`src/rtl/sequence_counter.sv`:
```
// -----------------------------------------------------------------------------
// sequence_counter
//   Instruction step sequencer for the control unit. Produces the 4-bit step
//   number T0..LAST_STEP that the step decoder expands into the one-hot
//   TimeSteps bus. Two states: HALT (counter parked at 0) and RUN (counter
//   advances one step per cycle unless cleared, stalled or halted).
//
// Parameters
//   LAST_STEP   highest legal step (1..15); stepping past it wraps to 0 and
//               raises Wrapped / WrapError.
//
// Ports
//   Clk          in   system clock, rising edge
//   Reset_n      in   asynchronous active-low reset
//   Start        in   HALT -> RUN at T0 (ignored in RUN, loses to Halt)
//   Halt         in   RUN -> HALT, counter back to 0
//   Clear        in   end of instruction, next step T0 (RUN only)
//   Stall        in   hold current step (RUN only)
//   StepCounter  out  current step, registered
//   Running      out  1 while in RUN
//   InstrDone    out  one-cycle pulse after an accepted Clear
//   Wrapped      out  one-cycle pulse after a LAST_STEP -> 0 wrap
//   WrapError    out  sticky Wrapped, cleared by reset or accepted Start
// -----------------------------------------------------------------------------
module sequence_counter #(
   parameter int unsigned LAST_STEP = 15
) (
   input  logic       Clk,
   input  logic       Reset_n,
   input  logic       Start,
   input  logic       Halt,
   input  logic       Clear,
   input  logic       Stall,
   output logic [3:0] StepCounter,
   output logic       Running,
   output logic       InstrDone,
   output logic       Wrapped,
   output logic       WrapError
);

   localparam logic [3:0] LAST = LAST_STEP[3:0];

   typedef enum logic {
      S_HALT = 1'b0,
      S_RUN  = 1'b1
   } state_t;

   state_t     state_q, state_d;
   logic [3:0] step_q,  step_d;
   logic       done_q,  done_d;
   logic       wrap_q,  wrap_d;
   logic       werr_q,  werr_d;

   always_comb begin
      state_d = state_q;
      step_d  = step_q;
      done_d  = 1'b0;   // pulses: zero unless set this cycle
      wrap_d  = 1'b0;
      werr_d  = werr_q;
      case (state_q)
         S_HALT: begin
            step_d = 4'd0;
            if (Start && !Halt) begin
               state_d = S_RUN;
               werr_d  = 1'b0;
            end
         end
         S_RUN: begin
            if (Halt) begin
               // in-flight step abandoned, no pulse
               state_d = S_HALT;
               step_d  = 4'd0;
            end else if (Clear) begin
               // completion takes precedence over a wrap at LAST_STEP
               step_d = 4'd0;
               done_d = 1'b1;
            end else if (Stall) begin
               step_d = step_q;
            end else if (step_q >= LAST) begin
               // >= also pulls any out-of-range value back into range
               step_d = 4'd0;
               wrap_d = 1'b1;
               werr_d = 1'b1;
            end else begin
               step_d = step_q + 4'd1;
            end
         end
         default: begin
            state_d = S_HALT;
            step_d  = 4'd0;
         end
      endcase
   end

   always_ff @(posedge Clk or negedge Reset_n) begin
      if (!Reset_n) begin
         state_q <= S_HALT;
         step_q  <= 4'd0;
         done_q  <= 1'b0;
         wrap_q  <= 1'b0;
         werr_q  <= 1'b0;
      end else begin
         state_q <= state_d;
         step_q  <= step_d;
         done_q  <= done_d;
         wrap_q  <= wrap_d;
         werr_q  <= werr_d;
      end
   end

   assign StepCounter = step_q;
   assign Running     = (state_q == S_RUN);
   assign InstrDone   = done_q;
   assign Wrapped     = wrap_q;
   assign WrapError   = werr_q;

endmodule

```
`config.mk`:
```
export PLATFORM = sky130hd
export DESIGN_NAME = sequence_counter
export DESIGN_NICKNAME = d
export VERILOG_FILES = /design/src/rtl/sequence_counter.sv
export SDC_FILE = /design/constraint.sdc
export NUM_CORES = 1
export LEC_CHECK = 0
export CAP_MARGIN = 20
export CORE_AREA = 4 4 41 43
export CTS_BUF_LIST = sky130_fd_sc_hd__clkbuf_4
export CTS_CLUSTER_DIAMETER = 30
export DETAILED_ROUTE_END_ITERATION = 12
export DIE_AREA = 0 0 45 47
export GPL_TIMING_DRIVEN = 0
export SLEW_MARGIN = 20
export SYNTH_ARGS = -nofsm -noshare
export SYNTH_HDL_FRONTEND = slang
export SYNTH_SLANG_ARGS = --single-unit
```
`constraint.sdc`:
```
create_clock -name Clk -period 1.5 [get_ports Clk]
set_input_delay 0.225 -clock Clk [delete_from_list [all_inputs] [get_ports Clk]]
set_output_delay 0.225 -clock Clk [all_outputs]
set_load 0.005 [all_outputs]
```
Word level (Yosys, flattened, before mapping)
Cells that the tools add are included.
Widths: inputs -> output; s select.
{"block": "totals", "regBits": 8}
{"block": "classes", "n_addsub": 1, "magnitude_cmp": 1, "n_eq_ne": 6, "mux": 22, "n_bitwise": 1, "reduce_logical": 3}
{"operator": "$mux 4", "count": 4}
{"operator": "$mux 1", "count": 15}
{"operator": "$ne 2x2->1 const B", "count": 4}
{"operator": "$pmux 4 s2", "count": 1}
{"operator": "$reduce_and 5->1", "count": 1}
{"operator": "$add 4x1->4 const B", "count": 1}
{"operator": "$ge 4x4->1 const B", "count": 1}
{"operator": "$ne 4x4->1 const B", "count": 1}
{"operator": "$pmux 1 s2", "count": 2}
{"operator": "$ne 2x1->1 const B", "count": 1}
{"operator": "$logic_and 1x1->1", "count": 1}
{"operator": "$logic_not 1->1", "count": 1}
{"operator": "$not 1->1", "count": 1}

Logic depth before layout (Yosys ltp)
{"block": "depth", "depth_word": 6, "ltp_mapped": 4}

Worst setup path after synthesis
Ideal clock, no wire load.
{"block": "synth_timing", "path_type": "reg-to-reg", "startpoint": "register state_q, in the netlist Running", "endpoint": "register werr_q, in the netlist WrapError", "setup_ps": 73, "arrival_time_ps": 1058, "t_required_ps": 1427, "path_slack_ps": 369, "stages_incl_launch_ff": 4, "n_path_buf": 0, "path_cell_list": "dfrtp_1 or3b_4 nor3_4 a2bb2oi_2"}
{"block": "synth_between", "elab_chain_cells": 3, "word_cells_on_any_way": 8}
{"element": "from (decl)", "line": "48", "rtl": "state_t state_q, state_d;"}
{"element": "from (signal assigned)", "line": "103", "rtl": "state_q <= state_d;"}
{"element": "$not 1->1"}
{"element": "$ne 2x2->1 (no line)"}
{"element": "$reduce_and 5->1 (no line)"}
{"element": "to (signal assigned)", "line": "107", "rtl": "werr_q <= werr_d;"}
{"element": "to (decl)", "line": "52", "rtl": "logic werr_q, werr_d;"}
Several ways; a longest one is shown, not always the timed one.
A chain may end at the register's enable or synchronous reset.

Final worst setup path
{"block": "layout_timing", "startpoint": "register step_q[0], in the netlist StepCounter[0]", "endpoint": "output port StepCounter[0]"}
{"element": "from (decl)", "line": "49", "rtl": "logic [3:0] step_q, step_d;"}
{"element": "from (signal assigned)", "line": "104", "rtl": "step_q <= step_d;"}
{"element": "to (decl)", "line": "34", "rtl": "output logic [3:0] StepCounter,"}
No word-level cell between the ends.

==> flow_metrics.tcl <==
set metrics [dict create \
    run_status "complete, no violations" \
    setup_viol 0 \
    syn-num-nets 38 \
    path_clk_slew_ns 0.05 \
    chipWidth_um 45 \
    powerDensity_nw_per_um2 786 \
    synth_top_area_share_pct 55.2 \
    place.gp.congestion 0.636 \
    crit_path_max_fanout 6 \
    wire_per_inst_um 10.7 \
    fin_nets 56 \
    finClkSkew_ns 0.00290 \
    worst_pin_slew_ns 0.366 \
    ir_drop_mv 0.467 \
    top_layer_used "met4" \
    stdcell_count 62 \
    area_growth_pct 47.2 \
    diodes 0 \
    cp_slowest_cell "clkdlybuf4s50_1" \
    dr_total_vias 293 \
    holdCritPathClass "in -> async" \
    cts_tree "yes" \
    cp_cell_sequence "clkdlybuf4s50_1" \
    syn_inst 31 \
    netlist_area_um2 363 \
    synth_top_area_cell "dfrtp_1" \
    pwr-share-seq_pct 53.0 \
    crit_type "reg -> out" \
    num_rows 13 \
    finalWirelength_um 664 \
    clock_sinks 8 \
    coreArea_um2 1300 \
    final_max_slew_viol_count 0 \
    cp_slowest_stage_delay_ns 0.53 \
    min_period_ns 1.42 \
    met3_length_um 60 \
    p_sw_share_pct 20.5 \
    grt_pass1_vias 251 \
    yosysWarnings 0 \
    cp-end-kind "output port" \
    vias_per_cell 4.73 \
    path_buf_inv 1 \
    switchingPower_uw 86.1 \
    synth-seq-area-share_pct 55.2 \
    hold_viol 0 \
    cp.depth 1 \
    io_buffer_count 13 \
    clk_latency_ns 0.25 \
    met1Wirelength_um 255 \
    critical-path-top-delay-family "buffers and inverters" \
    htree_num_levels 1 \
    syn_avg_cell_area_um2 11.7 \
    final_common_cell "clkdlybuf4s50_1" \
    drc 0 \
    ctsLongestPathBuffers 2 \
    postSynthRegisterBits 8 \
    ctsHoldBuffers 0 \
    initial_core_util_pct 27.9 \
    ant_nets 0 \
    layout-drive-gt1-share_pct 14.9 \
    cts-root-buf "clkbuf_4" \
    grt_usage_pct 7.74 \
    timing.final.crit_share_pct 94.8 \
    crit_arrival_ns 1.20 \
    dp_cells 59 \
    cts_setup_buffers 0 \
    p_int_uw 334 \
    antenna_found_initial 0 \
    total_power_uw 420 \
    clockPowerShare_pct 37.5 \
    grt_pass1_wl_um 1070 \
    grt_max_degree 9 \
    dr.pass1.iters 4 \
    ioPinCount 14 \
    leakagePower_uw 0.000227 \
    fp.dieH_um 47 \
    overflow 0 \
    postCtsResizedCells 0 \
    drt-initial-drc-count 5 \
    rsz0062_at_grt "no" \
    mostFrequentLayoutCells "clkdlybuf4s50_1 (13), dfrtp_1 (8), nor2_1 (6)" \
    p_comb_share_pct 9.5 \
    die-area_um2 2120 \
    yosys-top-cells-area "dfrtp_1 (55%), nor2_1 (6.2%), nor3_4 (4.5%)" \
    fmax_mhz 703 \
    rr_worst_depth 4 \
    cts_buffers 3 \
    cp.required_ns 1.27 \
    start_kind "register" \
    dr_wl_met2_um 340 \
    cap_violations 0 \
    ys_types 17 \
    slew_headroom_pct 75.6 \
]
path summary, 6_finish.rpt:
check	to	startpoint	slack, ns
setup reg to reg	WrapError	StepCounter[0]	0.31
min in group Clk	WrapError	WrapError	0.52
setup / recovery	StepCounter[0]	StepCounter[0]	0.08
hold / removal	InstrDone	Reset_n	0.25
max in group asynchronous	Running	Reset_n	0.98
hold reg to reg	WrapError	WrapError	0.52
per-stage QoR:
step	hold slack (ns)	util [%]	setup TNS, ns	cell area [um^2]	setup slack [ns]
2_1_floorplan	-0.0706	-	0	363	0.369
3_3_place_gp	0.511	39.3	0	512	0.00340
3_5_place_dp	0.517	39.3	-0.00438	512	-0.00438
4_1_cts	0.264	41.1	0	534	0.0596
5_1_grt	0.268	41.1	0	534	0.00349
6_report	0.254	41.1	0	534	0.0773
per-layer routing:
metal / up-vias / track usage, %
met1: 140 / 7.24
li1: 141 / -
met3: 2 / 6.90
met4: 0 / 3.51
met5: - / 0
met2: 10 / 11.9
flip-flops by register name (all words and copies together) (netlist names):
signal	cells
Running	1
Wrapped	1
InstrDone	1
WrapError	1
StepCounter	4
cell type report:
class                      instances  area (um^2)
timing repair buffer              13          130
clock buffer                       3         22.5
fill                             139          767
multi-input combinational         23          163
tap                               15         18.8
sequential                         8          200
synth_stat cells, drive strengths merged:
| library cell | number |
|---|---|
| a2bb2oi | 1 |
| o21ai | 1 |
| a311oi | 1 |
| dfrtp | 8 |
| nand3 | 1 |
| ha | 1 |
| mux2i | 1 |
| or3b | 1 |
| a21oi | 3 |
| and3b | 1 |
| nor2 | 6 |
| nand2b | 1 |
| nand2 | 1 |
| nor2b | 1 |
| nor3 | 1 |
| xnor2 | 1 |
| or3 | 1 |
cell families after synthesis:
| family | after synthesis | synth area share (%) |
|---|---|---|
| AOI/OAI and AO/OA | 6 | 12.1 |
| xor gates and xnor gates | 1 | 2.41 |
| adders and majority gates | 1 | 3.45 |
| DFF | 8 | 55.2 |
| muxes | 1 | 2.76 |
| and+or+nand+nor | 14 | 24.1 |
power by group through the flow:
| stage | Sequential [uW] | Combinational, uW | Clock (uW) |
|---|---|---|---|
| 4_1_cts | 223 | 40.7 | 169 |
| 6_report | 223 | 39.7 | 158 |
| 3_3_place_gp | 226 | 40.2 | 0 |
| 2_1_floorplan | 226 | 10.3 | 0 |
| 3_5_place_dp | 226 | 40.7 | 0 |
| 5_1_grt | 223 | 43.8 | 189 |
(Power assumes the default switching activity.)
